===== src/rtl/matrix_keypad_event_scanner.sv =====
// Matrix keypad scanner: debounces a press, walks the columns to find the key,
// debounces its release and queues press/release events in a small FWFT FIFO.
`timescale 1ns/1ps
module matrix_keypad_event_scanner #(
    parameter int ROWS         = 4,
    parameter int COLS         = 4,
    parameter int DEBOUNCE_CYC = 1_000_000,
    parameter int SETTLE_CYC   = 2,
    parameter int FIFO_DEPTH   = 4,
    parameter int RELEASE_EVT  = 1,
    parameter int CODE_W       = (ROWS * COLS > 1) ? $clog2(ROWS * COLS) : 1
) (
    input  logic                          clk,
    input  logic                          rst_n,
    input  logic [ROWS-1:0]               row_data,
    output logic [COLS-1:0]               col_data,
    output logic                          key_valid,
    input  logic                          key_ready,
    output logic [CODE_W-1:0]             key_code,
    output logic                          key_release,
    output logic [$clog2(FIFO_DEPTH):0]   fifo_count,
    output logic                          overflow
);
    localparam int DC_W  = $clog2(DEBOUNCE_CYC);
    localparam int SC_W  = (SETTLE_CYC > 1) ? $clog2(SETTLE_CYC) : 1;
    localparam int COL_W = (COLS > 1) ? $clog2(COLS) : 1;
    localparam int PTR_W = $clog2(FIFO_DEPTH);
    localparam int CNT_W = PTR_W + 1;
    localparam int EVT_W = CODE_W + 1;

    localparam logic [DC_W-1:0]  DC_LAST  = DC_W'(DEBOUNCE_CYC - 1);
    localparam logic [SC_W-1:0]  SC_LAST  = SC_W'(SETTLE_CYC - 1);
    localparam logic [COL_W-1:0] COL_LAST = COL_W'(COLS - 1);

    localparam logic [2:0] IDLE     = 3'd0;
    localparam logic [2:0] DB_PRESS = 3'd1;
    localparam logic [2:0] SCAN     = 3'd2;
    localparam logic [2:0] HOLD     = 3'd3;
    localparam logic [2:0] DB_REL   = 3'd4;

    logic [2:0]        state;
    logic [DC_W-1:0]   dcnt;
    logic [SC_W-1:0]   scnt;
    logic [COL_W-1:0]  col;
    logic [CODE_W-1:0] held_code;
    logic [CODE_W-1:0] scan_code;
    logic              any_low;
    logic              push_req;
    logic [EVT_W-1:0]  push_data;

    assign any_low = ~&row_data;

    // Descending walk so the lowest-index low row wins.
    always_comb begin
        scan_code = '0;
        for (int unsigned r = ROWS; r > 0; r--) begin
            if (!row_data[r-1])
                scan_code = CODE_W'((r - 1) * COLS + 32'(col));
        end
    end

    always_comb begin
        col_data = '0;
        if (state == SCAN || state == HOLD || state == DB_REL)
            col_data = ~(COLS'(1) << col);
    end

    always_comb begin
        push_req  = 1'b0;
        push_data = '0;
        if (state == SCAN && scnt == SC_LAST && any_low) begin
            push_req  = 1'b1;
            push_data = {1'b0, scan_code};
        end else if (state == DB_REL && !any_low && dcnt == DC_LAST && RELEASE_EVT != 0) begin
            push_req  = 1'b1;
            push_data = {1'b1, held_code};
        end
    end

    always_ff @(posedge clk) begin
        if (!rst_n) begin
            state     <= IDLE;
            dcnt      <= '0;
            scnt      <= '0;
            col       <= '0;
            held_code <= '0;
        end else begin
            case (state)
                IDLE: begin
                    if (any_low) begin
                        state <= DB_PRESS;
                        dcnt  <= '0;
                    end
                end
                DB_PRESS: begin
                    if (!any_low) begin
                        state <= IDLE;
                    end else if (dcnt == DC_LAST) begin
                        state <= SCAN;
                        col   <= '0;
                        scnt  <= '0;
                    end else begin
                        dcnt <= dcnt + 1'b1;
                    end
                end
                SCAN: begin
                    if (scnt == SC_LAST) begin
                        scnt <= '0;
                        if (any_low) begin
                            held_code <= scan_code;
                            state     <= HOLD;
                        end else if (col == COL_LAST) begin
                            state <= IDLE;
                        end else begin
                            col <= col + 1'b1;
                        end
                    end else begin
                        scnt <= scnt + 1'b1;
                    end
                end
                HOLD: begin
                    if (!any_low) begin
                        state <= DB_REL;
                        dcnt  <= '0;
                    end
                end
                DB_REL: begin
                    if (any_low) begin
                        state <= HOLD;
                    end else if (dcnt == DC_LAST) begin
                        state <= IDLE;
                    end else begin
                        dcnt <= dcnt + 1'b1;
                    end
                end
                default: state <= IDLE;
            endcase
        end
    end

    logic [EVT_W-1:0] mem [FIFO_DEPTH];
    logic [PTR_W-1:0] wr_ptr;
    logic [PTR_W-1:0] rd_ptr;
    logic [CNT_W-1:0] count;
    logic             full;
    logic             pop;
    logic             do_push;

    assign full    = (count == CNT_W'(FIFO_DEPTH));
    assign pop     = key_valid && key_ready;
    // A pop frees the slot in the same cycle, so a full FIFO can still accept.
    assign do_push = push_req && (!full || pop);

    always_ff @(posedge clk) begin
        if (do_push)
            mem[wr_ptr] <= push_data;
    end

    always_ff @(posedge clk) begin
        if (!rst_n) begin
            wr_ptr   <= '0;
            rd_ptr   <= '0;
            count    <= '0;
            overflow <= 1'b0;
        end else begin
            overflow <= push_req && full && !pop;
            if (do_push)
                wr_ptr <= wr_ptr + 1'b1;
            if (pop)
                rd_ptr <= rd_ptr + 1'b1;
            case ({do_push, pop})
                2'b10:   count <= count + 1'b1;
                2'b01:   count <= count - 1'b1;
                default: count <= count;
            endcase
        end
    end

    assign key_valid   = (count != '0);
    assign key_code    = key_valid ? mem[rd_ptr][CODE_W-1:0] : '0;
    assign key_release = key_valid ? mem[rd_ptr][CODE_W] : 1'b0;
    assign fifo_count  = count;

endmodule


===== config.mk =====
export PLATFORM = sky130hd
export DESIGN_NAME = matrix_keypad_event_scanner
export DESIGN_NICKNAME = d
export VERILOG_FILES = /design/src/rtl/matrix_keypad_event_scanner.sv
export SDC_FILE = /design/constraint.sdc
export NUM_CORES = 1
export LEC_CHECK = 0
export ABC_CLOCK_PERIOD_IN_PS = 3100
export BUFFER_PORTS_ARGS = -buffer_cell sky130_fd_sc_hd__buf_2
export CAP_MARGIN = 20
export CORE_ASPECT_RATIO = 2
export CORE_MARGIN = 2
export CORE_UTILIZATION = 55
export CTS_CLUSTER_DIAMETER = 80
export DETAILED_ROUTE_END_ITERATION = 16
export GPL_ROUTABILITY_DRIVEN = 0
export GPL_TIMING_DRIVEN = 0
export PLACE_DENSITY = 0.8
export SYNTH_ARGS = -nofsm -noshare
export SYNTH_HDL_FRONTEND = slang
export SYNTH_SLANG_ARGS = --single-unit

===== constraint.sdc =====
create_clock -name clk -period 3.1 [get_ports clk]
set_input_delay 0.62 -clock clk [delete_from_list [all_inputs] [get_ports clk]]
set_output_delay 0.62 -clock clk [all_outputs]
set_load 0.1 [all_outputs]

==> flow_summary.toml, run 1 <==
[status]
status = "completed"

[detailed_routing]
via_density_per_instance = 5.79
drt_pre_antenna_iters = 4
drt_iter0_markers = 78
drt-wirelength-per-cell_um = 14.8
final_antenna_net_count = 0
num_vias = 2329
final_wirelength_um = 5970
drc_errors = 0

[final_layout]
design.final.nets = 354
area_growth_pct = 13.4
fillCellCount = 434
drive_gt1_frac = 0.155
most-common-layout-cells = "sky130_fd_sc_hd__dfxtp_1, sky130_fd_sc_hd__nand2_1, sky130_fd_sc_hd__nor2_1"
layout.cells.most_common = "sky130_fd_sc_hd__dfxtp_1"
antenna_cells = 0
combined_area_of_the_multi_input_logic_cells_sq_mm = 0.00153
final-seq-area_sq_mm = 0.00140

[run]
number_of_max_cap_violations = 0

[synthesis]
register_area_share_after_synthesis = 0.469
syn_inst = 306
synth_ff_type = "sky130_fd_sc_hd__dfxtp_1"
yosys.cell_types.count = 49
average_cell_area_after_synthesis_sq_um = 9.77
postSynthNetCount = 323
synth-edff-count = 20
ys_async_sr_fraction = 0
synth.ff_latch_count = 60
post_synth_instance_area_sq_mm = 0.00299
synthesis.yosys.warnings = 0

[sta]
final_report_setup_violation_count = 0
maxSlewHeadroom = 0.543
final.setup_skew_ps = 10.3
report.final.slew_viol_count = 0
fin_crit_sh = 0.944
achievable-frequency_mhz = 342
final_critical_path_setup_slack_ps = 174
final-hold-violation-count = 0
finalWorstPathRequiredPeriod_ps = 2930
measured_slew_at_the_worst_slew_check_pin_ps = 676
setup_repair_after_global_routing_missed_its_margin = "no"

[grt]
globalRouteMet3Util = 0.0443
grt_antenna_before_repair = 0
global_route_congestion_overflow_total = 0
grt_pass1_vias = 2258
grt_start_max_net_pins = 11
gr-usage-met2 = 0.361
grtUsageMet1 = 0.229
grt_most_used_layer = "met2"
grt_util_all_layers = 0.205
grt_pass1_wl_um = 9800

[floorplan]
die-area_sq_mm = 0.00608
rows = 38
core_area_sq_mm = 0.00533
die_h_um = 108
die_x_um = 56.1
ioPinCount = 21
floorplan.initialDensity = 0.561

[clock_tree]
htree_levels = 3
cts.repair_timing.setup_buffer_count = 0
cts_tree = "done"
worst_setup_hold_path_clk_slew_ps = 70
postCtsHoldBufs = 0
number_of_buffers_between_clock_root_and_the_deepest_sink = 2
cts-buffers-inserted = 9
clk_latency_ps = 340
cts_repair_resize_count = 1
cts-root-buf = "sky130_fd_sc_hd__clkbuf_8"
cts_sinks = 60

[power_and_ir_drop]
sequentialPowerShare = 0.397
power_switching_mw = 0.727
power_mw = 2.15
leakage_nw = 1.20
power-per-cell-area_mw_per_mm2 = 633
p_sw_frac = 0.339
share_clk_of_total_power = 0.347
combinational_share_of_power = 0.255
vdd_drop_max_mv = 0.676
p_int_mw = 1.42

[placement]
buffer_ports.inserted = 20
post-dp-hpwl_um = 4340
place_ws_ps = -81.8

[critical_path]
cp_max_fo = 5
critical_path_buf_inv_count = 0
criticalPathCategory = "flop to flop"
worst_path_dominant_cell_family = "simple AND/OR/NAND/NOR gates"
crit_path_max_incr_delay_ps = 550
slowest_stage = "sky130_fd_sc_hd__or4b_1"
crit_arrival_ps = 3150
worstPathCellList = "or4b_1 > or4_4 > nor3_4 > nor3_1 > fa_1 > nor4_1 > a31oi_1 > mux2i_1"
required_time_of_the_worst_setup_path_ps = 3320
crit_path_end_kind = "flop"
worst_setup_path_start_kind = "flop"

[worst_hold_path]
hp-class = "flop to flop"
-- synth_stat cells, types with 2 or more instances --
library cell	count	area share
sky130_fd_sc_hd__o211ai_1	4	0.010
sky130_fd_sc_hd__and2_1	17	0.036
sky130_fd_sc_hd__a211o_1	2	0.0059
sky130_fd_sc_hd__a21boi_0	7	0.018
sky130_fd_sc_hd__ha_1	9	0.038
sky130_fd_sc_hd__a22oi_1	2	0.0050
sky130_fd_sc_hd__clkbuf_1	8	0.010
sky130_fd_sc_hd__inv_1	8	0.010
sky130_fd_sc_hd__dfxtp_1	40	0.27
sky130_fd_sc_hd__xnor2_1	5	0.015
sky130_fd_sc_hd__nand3_1	12	0.020
sky130_fd_sc_hd__nor2b_1	6	0.013
sky130_fd_sc_hd__and3_1	2	0.0042
sky130_fd_sc_hd__mux4_2	5	0.038
sky130_fd_sc_hd__nor4_1	4	0.0084
sky130_fd_sc_hd__nand2b_1	3	0.0063
sky130_fd_sc_hd__nor3_1	7	0.012
sky130_fd_sc_hd__xor2_1	9	0.026
sky130_fd_sc_hd__mux2i_1	6	0.020
sky130_fd_sc_hd__and4_1	2	0.0059
sky130_fd_sc_hd__o2111ai_1	2	0.0059
sky130_fd_sc_hd__buf_1	3	0.0038
sky130_fd_sc_hd__nor2_1	24	0.030
sky130_fd_sc_hd__a31oi_1	4	0.0084
sky130_fd_sc_hd__nor3b_1	3	0.0075
sky130_fd_sc_hd__or3_1	11	0.023
sky130_fd_sc_hd__or4b_1	2	0.0067
sky130_fd_sc_hd__o21ai_0	14	0.023
sky130_fd_sc_hd__a21oi_1	14	0.023
sky130_fd_sc_hd__edfxtp_1	20	0.20
sky130_fd_sc_hd__nand4_1	4	0.0084
sky130_fd_sc_hd__nand2_1	30	0.038
-- path summary, 6_finish.rpt --
path                                       to  slack [ps]          from  cells after the start
worst max-delay path            fifo_count[2]         170      dcnt[10]                      8
worst min-delay path             held_code[0]         480  held_code[0]                      2
worst max register to register  fifo_count[2]         170      dcnt[10]                      8
worst min register to register   held_code[0]         480  held_code[0]                      2
-- power groups by stage --
stage	clock [mW]	combinational [mW]	sequential (mW)
floorplan	0	0.397	0.941
global placement	0	0.541	0.869
detailed placement	0	0.549	0.871
CTS	0.753	0.550	0.854
global route	0.788	0.580	0.859
finish	0.745	0.548	0.853
-- kinds of logic (layout without fill, tap and decap cells) --
| family | after synthesis | count (layout) | share of synthesized area |
|---|---|---|---|
| adder cells (fa/ha/maj) | 10 | 10 | 0.0444 |
| multiplexers | 11 | 11 | 0.0578 |
| AND/OR/NAND/NOR | 134 | 134 | 0.239 |
| flip-flops | 60 | 60 | 0.469 |
| XOR/XNOR | 14 | 14 | 0.0410 |
| AO/OA/AOI/OAI | 57 | 57 | 0.124 |
| buffers and inverters | 20 | 56 | 0.0255 |
-- worst reg2reg max path: cells and delay by family (launching register included) --
| kind | cells | cell delay, ps |
|---|---|---|
| flip-flops | 1 | 340 |
| multiplexers | 1 | 130 |
| adder cells (fa/ha/maj) | 1 | 410 |
| AO/OA/AOI/OAI | 1 | 90 |
| AND/OR/NAND/NOR | 5 | 1840 |
-- area by class of cell --
class | count | share of cell area
Multi-Input combinational cell | 226 | 0.451
Sequential cell | 60 | 0.413
Clock buffer | 11 | 0.0387
Timing Repair Buffer | 20 | 0.0295
Clock inverter | 5 | 0.0225
Tap cell | 60 | 0.0221
Buffer | 12 | 0.0140
Inverter | 8 | 0.00886
-- sequential cells by signal (all words and copies together) (netlist names), named ones only --
signal	count
mem	20
overflow	1
held_code	4
rd_ptr	2
wr_ptr	2
scnt	1
fifo_count	3
col	2
dcnt	20
state	3
-- routing by layer --
layer	part of all wire	routed length [um]	vias to the layer above
met4	0.018	107	0
li1	-	-	1166
met2	0.52	3130	44
met3	0.032	188	9
met1	0.43	2540	1110
met5	0	0	-
-- per-stage QoR --
| stage | hold WS (ps) | cell area (sq um) | setup TNS [ps] | std cells | util |
|---|---|---|---|---|---|
| after floorplan | 444 | 3000 | 0 | 306 | - |
| after global placement | 450 | 3170 | -22.0 | 386 | 0.596 |
| after detailed placement | 465 | 3170 | -81.8 | 386 | 0.596 |
| after CTS | 475 | 3380 | 0 | 402 | 0.636 |
| after global routing | 499 | 3390 | 0 | 402 | 0.637 |
| final | 476 | 3390 | 0 | 402 | 0.637 |
Note: power is estimated with default switching activity, not from simulation.
==> inputs of run 2 (changes only) <==
--- a/config.mk
+++ b/config.mk
@@ -15,6 +15,7 @@
 export DETAILED_ROUTE_END_ITERATION = 16
 export GPL_ROUTABILITY_DRIVEN = 0
 export GPL_TIMING_DRIVEN = 0
+export MAX_ROUTING_LAYER = met4
 export PLACE_DENSITY = 0.8
 export SYNTH_ARGS = -nofsm -noshare
 export SYNTH_HDL_FRONTEND = slang
==> constraint.sdc (replaced) <==
create_clock -name clk -period 3.1 [get_ports clk]
set_input_delay 0.155 -clock clk [delete_from_list [all_inputs] [get_ports clk]]
set_output_delay 0.155 -clock clk [all_outputs]
set_load 0.1 [all_outputs]
==> run 2 against run 1 <==
Clock-buffer cell count fell by 2. Utilization did not move. Highest routed layer unchanged. Setup slack improved by 15 ps. Critical path depth did not move. Clock skew fell by 3.4 ps. Global-route usage rose by 1.5 points. Sequential share of layout area did not move. Combinational power fell by 1%. Register-to-register slack barely moved. Final cell count did not move. Maximum frequency rose by 0.51%. Critical path type unchanged.
==> flow_summary.toml, run 2 (synthesized netlist as in run 1, its figures left out) <==
[status]
status = "completed"

[critical_path]
crit_path_end_kind = "flop"
cp_max_fo = 5
criticalPathCategory = "flop to flop"
slowest_stage = "sky130_fd_sc_hd__or4_4"
critical_path_buf_inv_count = 0
required_time_of_the_worst_setup_path_ps = 3330
worst_setup_path_start_kind = "flop"
crit_path_max_incr_delay_ps = 550
worst_path_dominant_cell_family = "simple AND/OR/NAND/NOR gates"
crit_arrival_ps = 3140
worstPathCellList = "or4b_1 > or4_4 > nor3_4 > nor3_1 > fa_1 > nor4_1 > a31oi_1 > mux2i_1"

[detailed_routing]
drt-wirelength-per-cell_um = 14.7
num_vias = 2336
final_wirelength_um = 5900
final_antenna_net_count = 0
via_density_per_instance = 5.81
drc_errors = 0
drt_pre_antenna_iters = 4
drt_iter0_markers = 83

[sta]
finalWorstPathRequiredPeriod_ps = 2910
setup_repair_after_global_routing_missed_its_margin = "no"
report.final.slew_viol_count = 0
final.setup_skew_ps = 6.86
final-hold-violation-count = 0
setup_total_negative_slack_ps = 0
achievable-frequency_mhz = 344
maxSlewHeadroom = 0.578
fin_crit_sh = 0.939
final_critical_path_setup_slack_ps = 189
final_report_setup_violation_count = 0
measured_slew_at_the_worst_slew_check_pin_ps = 624

[final_layout]
antenna_cells = 0
layout_top_registers = "dcnt (20), mem (20), held_code (4)"
most-common-layout-cells = "sky130_fd_sc_hd__dfxtp_1, sky130_fd_sc_hd__nand2_1, sky130_fd_sc_hd__nor2_1"
drive_gt1_frac = 0.146
layout.cells.most_common = "sky130_fd_sc_hd__dfxtp_1"
design.final.nets = 354
area_growth_pct = 13.4
finish.instance_area_sq_mm = 0.00339
fillCellCount = 452

[clock_tree]
htree_levels = 3
worst_setup_hold_path_clk_slew_ps = 70
cts_tree = "done"
cts-buffers-inserted = 9
cts.repair_timing.setup_buffer_count = 0
number_of_buffers_between_clock_root_and_the_deepest_sink = 2
clk_latency_ps = 340
cts_sinks = 60
cts-root-buf = "sky130_fd_sc_hd__clkbuf_8"

[floorplan]
die_x_um = 56.1
core_area_sq_mm = 0.00533
die_h_um = 108
ioPinCount = 21
floorplan.initialDensity = 0.561
rows = 38
die-area_sq_mm = 0.00608

[grt]
global_route_congestion_overflow_total = 0
grt_antenna_before_repair = 0
grt_start_max_net_pins = 12
grt_pass1_vias = 2257
grt_util_all_layers = 0.220
grt_pass1_wl_um = 10000

[run]
number_of_max_cap_violations = 0

[placement]
place_ws_ps = -76.3
post-dp-hpwl_um = 4440
buffer_ports.inserted = 20
dpl-instance-area_sq_mm = 0.00317

[worst_hold_path]
hp-class = "input port to flop"

[power_and_ir_drop]
power-per-cell-area_mw_per_mm2 = 634
leakage_nw = 1.20
power_mw = 2.15
vdd_drop_max_mv = 0.623
run 2: cell types whose count changed in the layout (fill, tap and decap cells not counted):
cell / previous run / this run
sky130_fd_sc_hd__and2_2: 5 / 0
sky130_fd_sc_hd__and2_1: 12 / 17
sky130_fd_sc_hd__inv_6: 0 / 1
sky130_fd_sc_hd__clkbuf_1: 9 / 7
sky130_fd_sc_hd__clkinv_2: 1 / 2
run 2: worst register-to-register path, cell delays in order (launching register included):
cell,delay (ps)
sky130_fd_sc_hd__dfxtp_1,350
sky130_fd_sc_hd__or4b_1,540
sky130_fd_sc_hd__or4_4,550
sky130_fd_sc_hd__nor3_4,290
sky130_fd_sc_hd__nor3_1,130
sky130_fd_sc_hd__fa_1,410
sky130_fd_sc_hd__nor4_1,300
sky130_fd_sc_hd__a31oi_1,100
sky130_fd_sc_hd__mux2i_1,140
run 2: final cells by class:
| type | instances | area (sq um) | share of cell area |
|---|---|---|---|
| clock buffer | 9 | 124 | 0.0365 |
| clock inverter | 7 | 90.1 | 0.0266 |
| sequential | 60 | 1400 | 0.413 |
| timing repair buffer | 20 | 100 | 0.0295 |
| buffer | 12 | 47.5 | 0.0140 |
| multi-input combinational | 226 | 1520 | 0.449 |
| inverter | 8 | 30.0 | 0.00886 |
| tap | 60 | 75.1 | 0.0221 |
run 2: timing repair:
action | 4_1_cts | 5_1_grt
hold buffers | 0 | 0
gates resized for setup | 1 | 1
endpoints found under the setup margin | 1 | 1
run 2: power by group:
group / internal (mW) / switching (mW)
logic: 0.135 / 0.406
clock network: 0.449 / 0.307
registers: 0.831 / 0.0222
run 2: metrics by stage:
step	cells	utilization	hold slack (ps)
after floorplan	306	-	306
after global placement	386	0.594	450
after detailed placement	386	0.594	465
after CTS	402	0.636	151
after global routing	402	0.637	172
final	402	0.637	159
run 2: layer usage:
layer  global-route usage  part of all wire
met1                0.234              0.41
met2                0.380              0.53
met3               0.0550             0.038
met4               0.0986             0.023
met5                    -                 0
run 2: worst paths after layout:
check / depth (start not counted) / startpoint / to / slack [ps]
worst max register to register: 8 / dcnt[10] / fifo_count[2] / 190
worst max-delay path: 8 / dcnt[10] / fifo_count[2] / 190
worst min register to register: 2 / held_code[1] / held_code[1] / 470
worst min-delay path: 3 / row_data[1] / held_code[3] / 160
